<file path="config.mk">
export PLATFORM = sky130hd
export DESIGN_NAME = writeback
export DESIGN_NICKNAME = d
export VERILOG_FILES = /design/src/rtl/writeback.sv
export SDC_FILE = /design/constraint.sdc
export NUM_CORES = 1
export LEC_CHECK = 0
export BUFFER_PORTS_ARGS = -buffer_cell sky130_fd_sc_hd__buf_2
export CAP_MARGIN = 20
export CORE_ASPECT_RATIO = 1.4
export CORE_UTILIZATION = 50
export DETAILED_ROUTE_END_ITERATION = 7
export GPL_TIMING_DRIVEN = 1
export PLACE_DENSITY = 0.85
export SYNTH_ARGS = -nofsm -noshare
export SYNTH_HDL_FRONTEND = slang
export SYNTH_SLANG_ARGS = --single-unit
</file>
<file path="constraint.sdc">
create_clock -name clk -period 5 [get_ports clk]
set_input_delay 1.25 -clock clk [delete_from_list [all_inputs] [get_ports clk]]
set_output_delay 1.25 -clock clk [all_outputs]
set_load 0.02 [all_outputs]
</file>
<file path="src/rtl/writeback.sv">
// Write-back stage: tracks issued instructions through the DSP execute
// latency, retires them to the register file / status register, and
// reports read-after-write hazards and the number of pending writes.
module writeback #(
   parameter int unsigned EX_LAT = 3,
   parameter int unsigned AW     = 5
) (
   input  logic          clk,
   input  logic          rst,

   // decode-stage instruction
   input  logic          issue_i,
   input  logic          regfile_we_w_i,
   input  logic          regfile_we_uhw_i,
   input  logic [AW-1:0] addr_rd_i,
   input  logic          sr_we_i,
   input  logic [2:0]    condcode_i,
   input  logic          dm_re_i,

   // execute results
   input  logic [47:0]   p_i,
   input  logic [31:0]   dm_dout_i,

   // branch resolution
   input  logic          flush_i,

   // hazard query from decode
   input  logic [AW-1:0] addr_ra_i,
   input  logic [AW-1:0] addr_rb_i,
   input  logic [AW-1:0] addr_rc_i,

   // write-back outputs
   output logic          regfile_we_w_o,
   output logic          regfile_we_uhw_o,
   output logic [AW-1:0] addr_rd_o,
   output logic [31:0]   data_rd_o,
   output logic          sr_we_o,
   output logic [2:0]    condcode_o,
   output logic [47:0]   p_o,

   output logic          hazard_o,
   output logic [2:0]    inflight_o
);

   localparam int unsigned DW = 32;
   localparam int unsigned PW = 48;
   localparam int unsigned CW = 3;
   localparam int unsigned IW = 3;

   typedef struct packed {
      logic          valid;
      logic          we_w;
      logic          we_uhw;
      logic [AW-1:0] addr_rd;
      logic          sr_we;
      logic [CW-1:0] condcode;
      logic          dm_re;
   } slot_t;

   slot_t         slot_q [1:EX_LAT];
   slot_t         slot_d [1:EX_LAT];
   slot_t         ret;

   logic [IW-1:0] inflight_q, inflight_d;

   logic          we_w_q,     we_w_d;
   logic          we_uhw_q,   we_uhw_d;
   logic          sr_we_q,    sr_we_d;
   logic [AW-1:0] addr_rd_q,  addr_rd_d;
   logic [CW-1:0] condcode_q, condcode_d;
   logic [DW-1:0] data_rd_q,  data_rd_d;
   logic [PW-1:0] p_q,        p_d;

   // True when a destination address matches any decode source operand
   function automatic logic src_match(input logic [AW-1:0] rd,
                                      input logic [AW-1:0] ra,
                                      input logic [AW-1:0] rb,
                                      input logic [AW-1:0] rc);
      return (rd == ra) || (rd == rb) || (rd == rc);
   endfunction

   // Slot pipeline advance; flush kills everything younger than the branch
   always_comb begin
      slot_d[1].valid    = issue_i & ~flush_i;
      slot_d[1].we_w     = regfile_we_w_i;
      slot_d[1].we_uhw   = regfile_we_uhw_i;
      slot_d[1].addr_rd  = addr_rd_i;
      slot_d[1].sr_we    = sr_we_i;
      slot_d[1].condcode = condcode_i;
      slot_d[1].dm_re    = dm_re_i;
      for (int unsigned k = 2; k <= EX_LAT; k++) begin
         slot_d[k] = slot_q[k-1];
         // the instruction entering the last slot is the branch itself
         if (flush_i && (k < EX_LAT)) begin
            slot_d[k].valid = 1'b0;
         end
      end
   end

   // Pending-write count taken from the post-edge slot contents
   always_comb begin
      inflight_d = '0;
      for (int unsigned k = 1; k <= EX_LAT; k++) begin
         inflight_d = inflight_d +
                      IW'(slot_d[k].valid & (slot_d[k].we_w | slot_d[k].we_uhw));
      end
   end

   // Retire the oldest slot; result source chosen by load flag
   always_comb begin
      ret        = slot_q[EX_LAT];
      we_w_d     = ret.valid & ret.we_w;
      we_uhw_d   = ret.valid & ret.we_uhw;
      sr_we_d    = ret.valid & ret.sr_we;
      addr_rd_d  = ret.addr_rd;
      condcode_d = ret.condcode;
      data_rd_d  = ret.dm_re ? dm_dout_i : p_i[DW-1:0];
      p_d        = p_i;
   end

   // State registers
   always_ff @(posedge clk or negedge rst) begin
      if (!rst) begin
         for (int unsigned k = 1; k <= EX_LAT; k++) begin
            slot_q[k] <= '0;
         end
         inflight_q <= '0;
         we_w_q     <= 1'b0;
         we_uhw_q   <= 1'b0;
         sr_we_q    <= 1'b0;
         addr_rd_q  <= '0;
         condcode_q <= '0;
         data_rd_q  <= '0;
         p_q        <= '0;
      end else begin
         for (int unsigned k = 1; k <= EX_LAT; k++) begin
            slot_q[k] <= slot_d[k];
         end
         inflight_q <= inflight_d;
         we_w_q     <= we_w_d;
         we_uhw_q   <= we_uhw_d;
         sr_we_q    <= sr_we_d;
         addr_rd_q  <= addr_rd_d;
         condcode_q <= condcode_d;
         data_rd_q  <= data_rd_d;
         p_q        <= p_d;
      end
   end

   // RAW hazard against every pending writer, including the output stage
   always_comb begin
      hazard_o = 1'b0;
      for (int unsigned k = 1; k <= EX_LAT; k++) begin
         if (slot_q[k].valid && (slot_q[k].we_w || slot_q[k].we_uhw) &&
             src_match(slot_q[k].addr_rd, addr_ra_i, addr_rb_i, addr_rc_i)) begin
            hazard_o = 1'b1;
         end
      end
      if ((we_w_q || we_uhw_q) &&
          src_match(addr_rd_q, addr_ra_i, addr_rb_i, addr_rc_i)) begin
         hazard_o = 1'b1;
      end
   end

   assign regfile_we_w_o   = we_w_q;
   assign regfile_we_uhw_o = we_uhw_q;
   assign sr_we_o          = sr_we_q;
   assign addr_rd_o        = addr_rd_q;
   assign condcode_o       = condcode_q;
   assign data_rd_o        = data_rd_q;
   assign p_o              = p_q;
   assign inflight_o       = inflight_q;

endmodule
</file>
Word-level counts from Yosys, hierarchy flattened
Cells that the tools add are included.
- logic and storage cells: 79
- memories kept: 0
- RAM bits: 0
- flip-flop bits (word level): 133
- output and inout port bits: 95
- bits of input ports: 111
- memory bits (read-only): 0
- latch bits: 0
- equal/unequal tests: 12
- shift-type cells: 0
- add/sub/neg operators: 2
- muxes and demuxes: 6
- reductions and logical operators: 19
- bitwise logic cells: 11
- order comparisons: 0
- divide/modulo/power cells: 0
- multiply operators: 0
- operator list (kind ; count):
    == test 5 bit ; 12
    2-to-1 mux 32 bit ; 1
    logical OR 1 bit ; 12
    bitwise AND 1 bit ; 7
    logical AND 1 bit ; 7
    2-to-1 mux 1 bit ; 5
    adder 2 x 1 -> 3 bit ; 1
    OR 1 bit ; 3
    adder 1 x 1 -> 2 bit ; 1
    NOT 1 bit ; 1

Longest topological paths before layout
Gate-level depths: netlist of run 1.
- depth after elaboration: 8
- depth in mapped cells: 5
- depth with buffers taken out: 5

Least setup slack after synthesis of run 1
OpenSTA, ideal clock, no wires.
- path type: input-to-output
- start: in addr_ra_i[2]
- end: out hazard_o
- data required time: 3750 ps
- slack: 1424 ps
- arrival: 2326 ps
- cell stages on the path: 5
- buffers on the path: 0
- path through: xor2_1 > or4_1 > nor3_1 > a31oi_1 > nand4_1
- longest elaborated chain between the ends: 8
- elaborated cells between the ends (all ways): 20
- those cells by class: eq/ne: 4; mux: 4; reduce/logical: 12
- ends and longest elaborated chain (element ; line ; source):
    start, declared ; 28 ; input logic [AW-1:0] addr_ra_i,
    == test 5 bit ; 79 ; return (rd == ra) || (rd == rb) || (rd == rc);
    logical OR 1 bit (2 in a row) ; 79 ;
    logical AND 1 bit ; 154 ; if (slot_q[k].valid && (slot_q[k].we_w || slot_q[k].we_uhw) &&
    2-to-1 mux 1 bit (3 in a row) ; 154 ;
    2-to-1 mux 1 bit * ; 159 ; if ((we_w_q || we_uhw_q) &&
    end, declared ; 41 ; output logic hazard_o,
Every way passes the cells marked *; elsewhere a longest branch is shown, timed or not.

Final worst setup path of run 1
Ends and elaborated chain as after synthesis.

==> implementation parameters, run 1 <==
Parameter                              Value

Routing
  First-pass iteration count of the detailed router    4
  Total vias in the final route    2966
  Total routed wirelength    9940 µm
  Remaining design rule violation count    0
  DR iter-0 viols    ~120
  Average vias per placed instance    4.88
  Avg WL per Cell    between 15 and 20 µm
  Post-route ant nets    0

Global routing
  Via count of the first global-routing pass    between 3000 and 4000
  Total routing usage reported by global routing    23.4%
  Pin count of the biggest net entering global routing    48
  First-pass GRT wire length    roughly 15000 µm
  GRT Residual Overflow    0
  Initial antenna violation count    0

Clocking
  Clock latency at the later pin of the worst-skew pair    400 ps
  Number of buffers on the longest clock path    2
  Total number of H-tree levels    4
  Number of hold buffers added after CTS    0
  CTS tree    yes
  Clock transition at the registers of the reported paths    about 50 ps
  Clock buffer count from CTS    17
  Total of cells resized after clock tree synthesis    0
  Clock root buffer master    clkbuf_16
  Setup Buffers After CTS    0
  Number of clock sinks    between 100 and 150

Logic synthesis
  Synthesized net count    roughly 380
  Synth Register Bits    between 100 and 150
  Number of distinct library cells after synthesis    19
  Sequential fraction of the synthesis area    74.0%
  Mean instance size in the synthesized netlist    16.6 µm²
  Portion of synthesized cell area occupied by the leading cell type    between 70% and 80%
  Synth top area cells    dfrtp_1 (74%), mux2_2 (8.1%), xnor2_1 (7.3%)
  Post-synthesis cell type with the largest combined area    dfrtp_1
  Number of cells produced by synthesis    ~270
  Syn. warnings    0
  Post-Syn Area    4460 µm²

Place
  Placed wire-length estimate    7380 µm
  RD Place Congestion    1.00
  Count of port buffers added during placement    204
  # placed instances    576

Finish
  Most common cell after layout, fill and taps aside    buf_2
  Share of final-layout standard cells stronger than drive strength 1    between 50% and 60%
  Number of filler instances in the final layout    595
  Final Non-Filler Cells    608
  Final net count    between 600 and 700
  Commonest non-fill, non-tap cells in the layout    buf_2 (203), dfrtp_1 (132), xnor2_1 (37)
  Layout Area Growth over Synthesis    40.4%
  ANT cells    0

STA
  Max Clk Rate    approximately 0.26 GHz
  Worst-Margin Slew    about 670 ps
  Endpoints failing setup    0
  Remaining max-slew budget at the tightest pin    55.0%
  Final count of pins violating max slew    0
  Max Clock Skew    11.5 ps
  Number of failing hold endpoints at the final stage    0
  RSZ-0062 raised after global routing    no
  Ratio of final minimum period to clock period    77.2%
  Post-layout min period    3860 ps
  Setup TNS after final layout    0 ps

Setup path
  FF-to-FF Start    slot_d[10]$_DFF_PN0_
  CP Capture Type    output port
  Worst path most repeated cell    buf_2
  Number of cells on the worst reg-to-reg path    2
  Crit path capture    hazard_o
  Type of the worst setup path    in2out
  Setup crit start    addr_ra_i[2]
  Reg2Reg Setup Slack    3750 ps
  Crit-path cells    buf_2, xor2_1, or4_1, nor3_1, a31oi_1, nand4_1, buf_2
  Slowest CP cell    or4_1
  Endpoint of the most critical register-to-register path    inflight_o[0]$_DFF_PN0_
  Kind of launch point of the worst setup path    input pin
  Max stage delay on crit path    510 ps
  Critical path data required time    3750 ps
  Maximum fanout along the worst path    4
  Arrival time at the worst endpoint    2610 ps

Run status
  Run status    complete, no violations

Floorplan
  Std cell rows    40
  Ports placed on the boundary    206
  Initial standard-cell utilization of the core    51.9%
  Die height    114 µm
  Die area    9320 µm²
  Die Wd    81.9 µm
  Core Region    8610 µm²

Power
  P_leak    between 3 and 4 nW
  Power density cells    439 nW/µm²
  VDD IR max    0.000304 V

Run
  Max-cap violations    0

Min path
  Type of the tightest min-delay check    reg2reg
-- synthesized netlist by cell type, drive strengths merged --
master and count:
dfrtp 132, xnor2 37, mux2 32, xor2 23, nand4 10, nor3 10, buf 4, nor4 4
and2 3, o21a 3, a31oi 2, nor2b 2, o21ai 2, clkbuf 1, conb 1, fa 1
nor2 1, or4 1
-- layer usage --
| layer | track usage (%) | share of wire, % | vias to the layer above |
|---|---|---|---|
| met1 | 23.9 | 34 | 1434 |
| li1 | - | - | 1346 |
| met3 | 10.9 | 9.4 | 23 |
| met2 | 39.6 | 54 | 163 |
| met4 | 11.1 | 2.7 | 0 |
| met5 | 0 | 0 | - |
-- state kept, by name (all words and copies together), names as in the netlist, 3 cells and up --
name / flops
addr_rd_d: 5
addr_rd_o: 5
condcode_d: 3
condcode_o: 3
data_rd_o: 32
p_o: 48
ret: 5
slot_d: 25
-- final cells by class --
type / count / area (µm²) / area share (%)
clock buffers: 22 / 484 / 7.72
well taps: 105 / 131 / 2.10
repair buffers: 207 / 1050 / 16.7
multi-input cells: 132 / 1130 / 18.1
clock inverters: 10 / 170 / 2.71
flip-flops and latches: 132 / 3300 / 52.7
-- worst min path at each step --
stage,startpoint,end,cells after the start
floorplan,slot_d[1]$_DFF_PN0_,condcode_d[0]$_DFF_PN0_,0
global placement,slot_d[17]$_DFF_PN0_,slot_d[4]$_DFF_PN0_,0
detailed placement,slot_d[16]$_DFF_PN0_,slot_d[3]$_DFF_PN0_,0
CTS,slot_d[1]$_DFF_PN0_,condcode_d[0]$_DFF_PN0_,0
global route,slot_d[16]$_DFF_PN0_,slot_d[3]$_DFF_PN0_,0
finish,slot_d[1]$_DFF_PN0_,condcode_d[0]$_DFF_PN0_,0
-- where the power goes --
| part | total, mW | switching [mW] | internal (mW) |
|---|---|---|---|
| clock network | 1.33 | 0.438 | 0.893 |
| registers | 1.16 | 0.0277 | 1.13 |
| logic | 0.268 | 0.157 | 0.110 |
| total | 2.75 | 0.623 | 2.13 |
-- kinds of logic after synthesis --
family | share of synthesized area, %
other | 0.0840
AOI/OAI and AO/OA | 1.01
muxes | 8.07
buffers and inverters | 0.588
adders and majority gates | 0.448
xor gates and xnor gates | 11.8
DFF | 74.0
and+or+nand+nor | 4.04
-- through the flow --
stage | cell area (µm²) | util (%) | setup WS, ps | hold slack [ps] | power (mW)
floorplan | 4460 | - | 1420 | 331 | 1.30
global placement | 5620 | 65.2 | 1190 | 332 | 1.44
detailed placement | 5620 | 65.2 | 1170 | 336 | 1.44
CTS | 6270 | 72.8 | 1160 | 348 | 2.78
global route | 6270 | 72.8 | 1030 | 353 | 2.85
finish | 6270 | 72.8 | 1140 | 348 | 2.75
-- worst max-delay path, delay by kind of cell --
| kind | cells | cell delay (ps) |
|---|---|---|
| compound gates | 1 | 70 |
| xor+xnor | 1 | 170 |
| buf+inv | 2 | 300 |
| simple gates | 3 | 820 |
(Power assumes the default switching activity.)
==> run 2: changes to the inputs <==
--- a/config.mk
+++ b/config.mk
@@ -5,13 +5,14 @@
 export SDC_FILE = /design/constraint.sdc
 export NUM_CORES = 1
 export LEC_CHECK = 0
+export ABC_AREA = 1
 export BUFFER_PORTS_ARGS = -buffer_cell sky130_fd_sc_hd__buf_2
 export CAP_MARGIN = 20
 export CORE_ASPECT_RATIO = 1.4
-export CORE_UTILIZATION = 50
+export CORE_UTILIZATION = 42
 export DETAILED_ROUTE_END_ITERATION = 7
 export GPL_TIMING_DRIVEN = 1
-export PLACE_DENSITY = 0.85
+export PLACE_DENSITY = 0.75
 export SYNTH_ARGS = -nofsm -noshare
 export SYNTH_HDL_FRONTEND = slang
 export SYNTH_SLANG_ARGS = --single-unit
==> constraint.sdc (replaced) <==
create_clock -name clk -period 3.4 [get_ports clk]
set_input_delay 0.85 -clock clk [delete_from_list [all_inputs] [get_ports clk]]
set_output_delay 0.85 -clock clk [all_outputs]
set_load 0.02 [all_outputs]
==> run 2 against run 1 <==
Sequential cell count is the same. Total power grew 42%. First-iteration DRC count grew 23%. Die area grew 26%. Critical endpoint unchanged. Clock skew shrank 4.4 ps. Register-to-register slack lost 1600 ps. Non-clock buffer count grew 1. Utilization shrank 13 points.
==> implementation parameters, run 2 <==
Parameter                              Value

Global routing
  Busiest metal layer after global routing    met2
  GR Util met3    6.88%
  Initial antenna violation count    0
  GRT met1 Usage    a little under a quarter
  GRT Residual Overflow    0
  First-pass GRT wire length    18700 µm
  Pin count of the biggest net entering global routing    64
  Total routing usage reported by global routing    21.5%
  Met2 Use GR    around two fifths
  Via count of the first global-routing pass    ~4000

STA
  Setup TNS after final layout    0 ps
  Fin worst setup slack    512 ps
  Ratio of final minimum period to clock period    a little over four fifths
  RSZ-0062 raised after global routing    no
  Final count of pins violating max slew    0
  Hold WS    346 ps
  Post-layout min period    2890 ps
  Number of failing hold endpoints at the final stage    0
  Endpoints failing setup    0
  Max Clk Rate    0.346 GHz
  Remaining max-slew budget at the tightest pin    61.4%
  Worst-Margin Slew    between 500 and 600 ps
  Max Clock Skew    7.10 ps

Floorplan
  Ports placed on the boundary    approximately 200
  Die area    11700 µm²
  Die Wd    91.9 µm
  Die height    128 µm
  Initial standard-cell utilization of the core    43.5%
  Core Region    10900 µm²
  Std cell rows    45

Logic synthesis
  Mean instance size in the synthesized netlist    11.5 µm²
  Syn. warnings    0
  Number of distinct library cells after synthesis    20
  Synth Register Bits    132
  Synth cell count leaders    dfrtp_1 (132), nand2_1 (129), mux2_2 (30)
  Synth top area cells    dfrtp_1 (70%), nand2_1 (10%), mux2_2 (7.1%)
  Proportion of register bits with asynchronous set or reset after synthesis    100%
  Number of enable flip-flop cells after synthesis    0
  Most frequent cell after synthesis    dfrtp_1
  Post-synthesis cell type with the largest combined area    dfrtp_1
  Portion of synthesized cell area occupied by the leading cell type    69.5%
  Number of cells produced by synthesis    roughly 410
  Primary FF master, synth    dfrtp_1
  Post-Syn Area    4750 µm²
  Sequential fraction of the synthesis area    a little over two thirds
  Synthesized net count    525

Place
  RD Place Congestion    around 0.97
  Count of port buffers added during placement    204
  Placed wire-length estimate    a little over 9000 µm
  Place WS    533 ps
  Cell area reported after detailed placement    5950 µm²
  # placed instances    757

Routing
  Remaining design rule violation count    0
  Post-route ant nets    0
  First-pass iteration count of the detailed router    4
  Avg WL per Cell    15.4 µm
  Total routed wirelength    roughly 12000 µm
  Average vias per placed instance    4.69
  DR iter-0 viols    145
  Total vias in the final route    approximately 3700

Setup path
  CP Capture Type    output port
  Type of the worst setup path    in2out
  Kind of launch point of the worst setup path    input pin
  Critical path data required time    between 2000 and 3000 ps
  Endpoint of the most critical register-to-register path    data_rd_o[6]$_DFF_PN0_
  Arrival time at the worst endpoint    2040 ps
  Number of cells on the worst reg-to-reg path    2
  Maximum fanout along the worst path    5
  Reg2Reg Setup Slack    2150 ps
  FF-to-FF Start    ret[0]$_DFF_PN0_

Finish
  Number of filler instances in the final layout    951
  Post-layout utilization of the core    59.8%
  Share of final-layout standard cells stronger than drive strength 1    43.8%
  Layout Area Growth over Synthesis    37.5%
  ANT cells    0
  Commonest non-fill, non-tap cells in the layout    buf_2 (203), dfrtp_1 (132), nand2_1 (129)
  Final Non-Filler Cells    789
  Most common cell after layout, fill and taps aside    buf_2
  Number of flip-flops in the largest register    48
  Final net count    747
  Finished Cell Area    6530 µm²

Power
  VDD IR max    0.000419 V
  P_leak    3.53 nW
  Power density cells    598 nW/µm²
  Power, Total    3.91 mW

Clocking
  Number of clock sinks    132
  Clock latency at the later pin of the worst-skew pair    400 ps
  CTS tree    yes
  Total number of H-tree levels    4
  Clock buffer count from CTS    17
  Number of buffers on the longest clock path    2
  Clock transition at the registers of the reported paths    50 ps
  Setup Buffers After CTS    0
  Clock root buffer master    clkbuf_16
  Number of hold buffers added after CTS    0
  Total of cells resized after clock tree synthesis    0

Min path
  Cell depth of the worst hold path    0
  Hold endpoint    slot_d[0]$_DFF_PN0_
  Launch point of the worst hold path    slot_d[13]$_DFF_PN0_
  Type of the tightest min-delay check    reg2reg

Run
  Max-cap violations    0

Run status
  Run status    complete, no violations
[run 2: changes by cell type after synthesis, moves of 4 or more]
cell / previous run / this run
nand4_1: 10 / 0
nor2_1: 1 / 28
inv_1: 0 / 28
xor2_1: 23 / 4
nor4_1: 4 / 0
inv_2: 0 / 14
nand2_1: 0 / 129
nand3_1: 0 / 16
xnor2_1: 37 / 12
nor3_1: 10 / 1
[run 2: power breakdown]
part	internal, mW	switching, mW	total (mW)	leakage, nW
Clock	1.09	0.690	1.78	0.277
Combinational	0.163	0.270	0.433	1.70
Sequential	1.66	0.0393	1.70	1.55
[run 2: kinds of logic (layout without fill, tap and decap cells)]
logic type / count (synthesis) / count (layout) / synth area share (%)
adder cells (fa/ha/maj): 1 / 1 / 0.422
AO/OA/AOI/OAI: 9 / 9 / 1.05
other: 1 / 1 / 0.0790
AND/OR/NAND/NOR: 175 / 175 / 14.3
buffers and inverters: 47 / 282 / 4.03
XOR/XNOR: 16 / 16 / 2.95
multiplexers: 32 / 32 / 7.59
flip-flops: 132 / 132 / 69.5
[run 2: worst max path at each step]
stage                  from  endpoint  slack [ps]  cells past startpoint
6_report       addr_rb_i[0]  hazard_o         510                     11
5_1_grt        addr_rb_i[0]  hazard_o         410                     11
4_1_cts        addr_rb_i[0]  hazard_o         530                     11
3_5_place_dp   addr_rb_i[0]  hazard_o         530                     11
3_3_place_gp   addr_rb_i[0]  hazard_o         450                     11
2_1_floorplan  addr_rb_i[0]  hazard_o        1050                      9
[run 2: routing by layer]
metal | vias up | wire (µm) | part of all wire, %
li1 | 1722 | - | -
met1 | 1755 | 4330 | 36
met2 | 186 | 6420 | 53
met3 | 34 | 936 | 7.7
met4 | 0 | 463 | 3.8
met5 | - | 0 | 0
[run 2: cell type report]
cell class | instances | area (µm²) | share of cell area [%]
clock inverters | 14 | 154 | 2.36
repair buffers | 208 | 1060 | 16.2
multi-input cells | 234 | 1250 | 19.2
flip-flops and latches | 132 | 3300 | 50.6
well taps | 141 | 176 | 2.70
clock buffers | 18 | 429 | 6.57
inverters | 42 | 158 | 2.41
[run 2: worst max-delay path, cell delays in order]
cell	delay (ps)
buf_2	140
inv_1	200
o21ai_0	110
nor2_1	140
nand3_1	90
nand3_1	130
nand2_1	60
nand2_1	70
inv_1	40
nand2_1	50
buf_2	160
==> run 3: changes to the inputs <==
==> config.mk (replaced) <==
export PLATFORM = sky130hd
export DESIGN_NAME = writeback
export DESIGN_NICKNAME = d
export VERILOG_FILES = /design/src/rtl/writeback.sv
export SDC_FILE = /design/constraint.sdc
export NUM_CORES = 1
export LEC_CHECK = 0
export ABC_AREA = 0
export BUFFER_PORTS_ARGS = -buffer_cell sky130_fd_sc_hd__buf_2
export CAP_MARGIN = 20
export CORE_ASPECT_RATIO = 1.4
export CORE_UTILIZATION = 46
export DETAILED_ROUTE_END_ITERATION = 7
export GPL_TIMING_DRIVEN = 1
export PLACE_DENSITY = 0.79
export SYNTH_ARGS = -nofsm -noshare
export SYNTH_HDL_FRONTEND = slang
export SYNTH_SLANG_ARGS = --single-unit
==> constraint.sdc (replaced) <==
create_clock -name clk -period 2.9 [get_ports clk]
set_input_delay 0.725 -clock clk [delete_from_list [all_inputs] [get_ports clk]]
set_output_delay 0.725 -clock clk [all_outputs]
set_load 0.02 [all_outputs]
==> run 3 against run 2 <==
Clock-buffer cell count rose by 1. Largest cell class unchanged. Worst setup slack worse by 410 ps. Critical path depth decreased by 4. Hold slack worse by 39 ps. First-iteration DRC count fell by 48%. Non-clock buffer count is 1 higher. Final cell count fell by 22%. Utilization increased by 5.6 points. Largest power group is now registers. Highest routed layer unchanged. Global-route usage grew 0.054 points. Combinational power grew 7.2%.
==> implementation parameters, run 3 (synthesis results as in run 1) <==
Parameter                              Value

Floorplan
  Ports placed on the boundary    206
  Core Region    9460 µm²
  Die area    10100 µm²
  Std cell rows    42
  Initial standard-cell utilization of the core    47.2%
  Die Wd    between 80 and 90 µm
  Die height    119 µm

Finish
  Final net count    between 600 and 700
  Number of flip-flops in the largest register    48
  Commonest non-fill, non-tap cells in the layout    buf_2 (203), dfrtp_1 (132), xnor2_1 (37)
  ANT cells    0
  Layout Area Growth over Synthesis    38.6%
  Most common cell after layout, fill and taps aside    buf_2
  Number of filler instances in the final layout    725
  Share of final-layout standard cells stronger than drive strength 1    53.7%
  Post-layout utilization of the core    approximately 65%

Setup path
  CP Capture Type    output port
  Type of the worst setup path    in2out
  Maximum fanout along the worst path    4
  Crit path capture    hazard_o
  Worst path most repeated cell    buf_2
  Arrival time at the worst endpoint    between 2000 and 2500 ps
  Max stage delay on crit path    500 ps
  Critical path data required time    2170 ps
  Kind of launch point of the worst setup path    input pin
  Slowest CP cell    or4_1
  Crit-path cells    buf_2, xor2_1, or4_1, nor3_1, a31oi_1, nand4_1, buf_2
  Setup crit start    addr_ra_i[2]
  Reg2Reg Setup Slack    1480 ps
  Number of cells on the worst reg-to-reg path    2
  Endpoint of the most critical register-to-register path    data_rd_o[31]$_DFF_PN0_
  Count of cell instances traversed by the critical path    7
  FF-to-FF Start    ret[0]$_DFF_PN0_
  Number of buffers and inverters on the critical path    2
  CP delay by family, top    simple AND/OR/NAND/NOR gates

Routing
  Remaining design rule violation count    0
  Total routed wirelength    ~10000 µm
  Average vias per placed instance    4.84
  Post-route ant nets    0
  Total vias in the final route    2974
  DR iter-0 viols    76
  First-pass iteration count of the detailed router    4
  Avg WL per Cell    16.6 µm

Global routing
  Total routing usage reported by global routing    21.6%
  Initial antenna violation count    0
  Busiest metal layer after global routing    met2
  Met2 Use GR    between 30% and 40%
  Via count of the first global-routing pass    between 3000 and 4000
  Pin count of the biggest net entering global routing    71
  GRT met1 Usage    about a fifth
  GR Util met3    8.24%
  First-pass GRT wire length    15600 µm
  GRT Residual Overflow    0

Place
  Placed wire-length estimate    7830 µm
  RD Place Congestion    0.939
  Count of port buffers added during placement    204

Power
  Gate power share    10.7%
  Clock network power share    43.4%
  Cell Int Power    3.24 mW
  Switching fraction of total power    between 20 and 30%
  Fraction of power consumed by sequential logic    45.9%
  Net switching component of the power    1.11 mW
  P_leak    roughly 3 nW
  VDD IR max    roughly 0.00047 V
  Power density cells    703 nW/µm²

STA
  Final count of pins violating max slew    0
  Remaining max-slew budget at the tightest pin    about three fifths
  RSZ-0062 raised after global routing    no
  Ratio of final minimum period to clock period    96.4%
  Worst-Margin Slew    625 ps
  Max Clk Rate    0.358 GHz
  Number of failing hold endpoints at the final stage    0
  Max Clock Skew    8.07 ps
  Post-layout min period    2800 ps
  Endpoints failing setup    0
  Setup TNS after final layout    0 ps

Run status
  Run status    complete, no violations

Run
  Max-cap violations    0

Clocking
  Number of clock sinks    132
  Clock latency at the later pin of the worst-skew pair    410 ps
  Clock root buffer master    clkbuf_16
  Clock buffer count from CTS    17
  CTS tree    yes
  Setup Buffers After CTS    0
  Number of buffers on the longest clock path    2
  Clock transition at the registers of the reported paths    around 60 ps
  Total number of H-tree levels    4

Min path
  Type of the tightest min-delay check    in2async
==> run 3: timing repair <==
action	4_1_cts	5_1_grt
hold buffers	0	0
endpoints found under the setup margin	0	1
gates resized for setup	0	1
hold endpoints to repair	0	0
==> run 3: worst min path at each step <==
stage / startpoint / end / slack, ps / depth (start not counted)
3_5_place_dp: slot_d[0]$_DFF_PN0_ / ret[0]$_DFF_PN0_ / 340 / 0
3_3_place_gp: slot_d[1]$_DFF_PN0_ / condcode_d[0]$_DFF_PN0_ / 330 / 0
5_1_grt: rst / slot_d[22]$_DFF_PN0_ / 350 / 1
4_1_cts: rst / p_o[38]$_DFF_PN0_ / 340 / 1
6_report: rst / p_o[40]$_DFF_PN0_ / 310 / 1
2_1_floorplan: slot_d[1]$_DFF_PN0_ / condcode_d[0]$_DFF_PN0_ / 330 / 0
==> run 3: layout make-up <==
| cell class | instances | area, µm² | area share (%) |
|---|---|---|---|
| sequential | 132 | 3300 | 53.4 |
| timing repair buffer | 209 | 1080 | 17.4 |
| clock inverter | 13 | 101 | 1.64 |
| tap | 110 | 138 | 2.22 |
| clock buffer | 19 | 433 | 7.00 |
| multi-input combinational | 132 | 1130 | 18.3 |
==> run 3: routing by layer <==
layer / routed length (µm) / share of wire, %
met1: 3540 / 35
met2: 5700 / 56
met3: 741 / 7.2
met4: 249 / 2.4
met5: 0 / 0
==> run 3: worst reg2reg max path, stage by stage (launching register included) <==
cell	delay (ps)
dfrtp_1	590
buf_4	330
mux2_2	380
==> run 3: power by group through the flow <==
stage / clock (mW) / sequential, mW / combinational (mW)
detailed placement: 0 / 2.03 / 0.471
global placement: 0 / 2.02 / 0.461
finish: 1.89 / 2.00 / 0.464
floorplan: 0 / 2.12 / 0.121
global route: 2.01 / 2.01 / 0.501
CTS: 1.93 / 2.00 / 0.472
==> run 3: through the flow <==
step | cells | area (µm²) | worst slack (ps) | hold WS [ps] | power, mW
floorplan | 269 | 4460 | 374 | 331 | 2.24
global route | 615 | 6190 | 21.0 | 347 | 4.52
finish | 615 | 6190 | 104 | 306 | 4.35
detailed placement | 583 | 5650 | 124 | 336 | 2.50
CTS | 615 | 6190 | 11.5 | 335 | 4.40
global placement | 583 | 5650 | 144 | 331 | 2.49
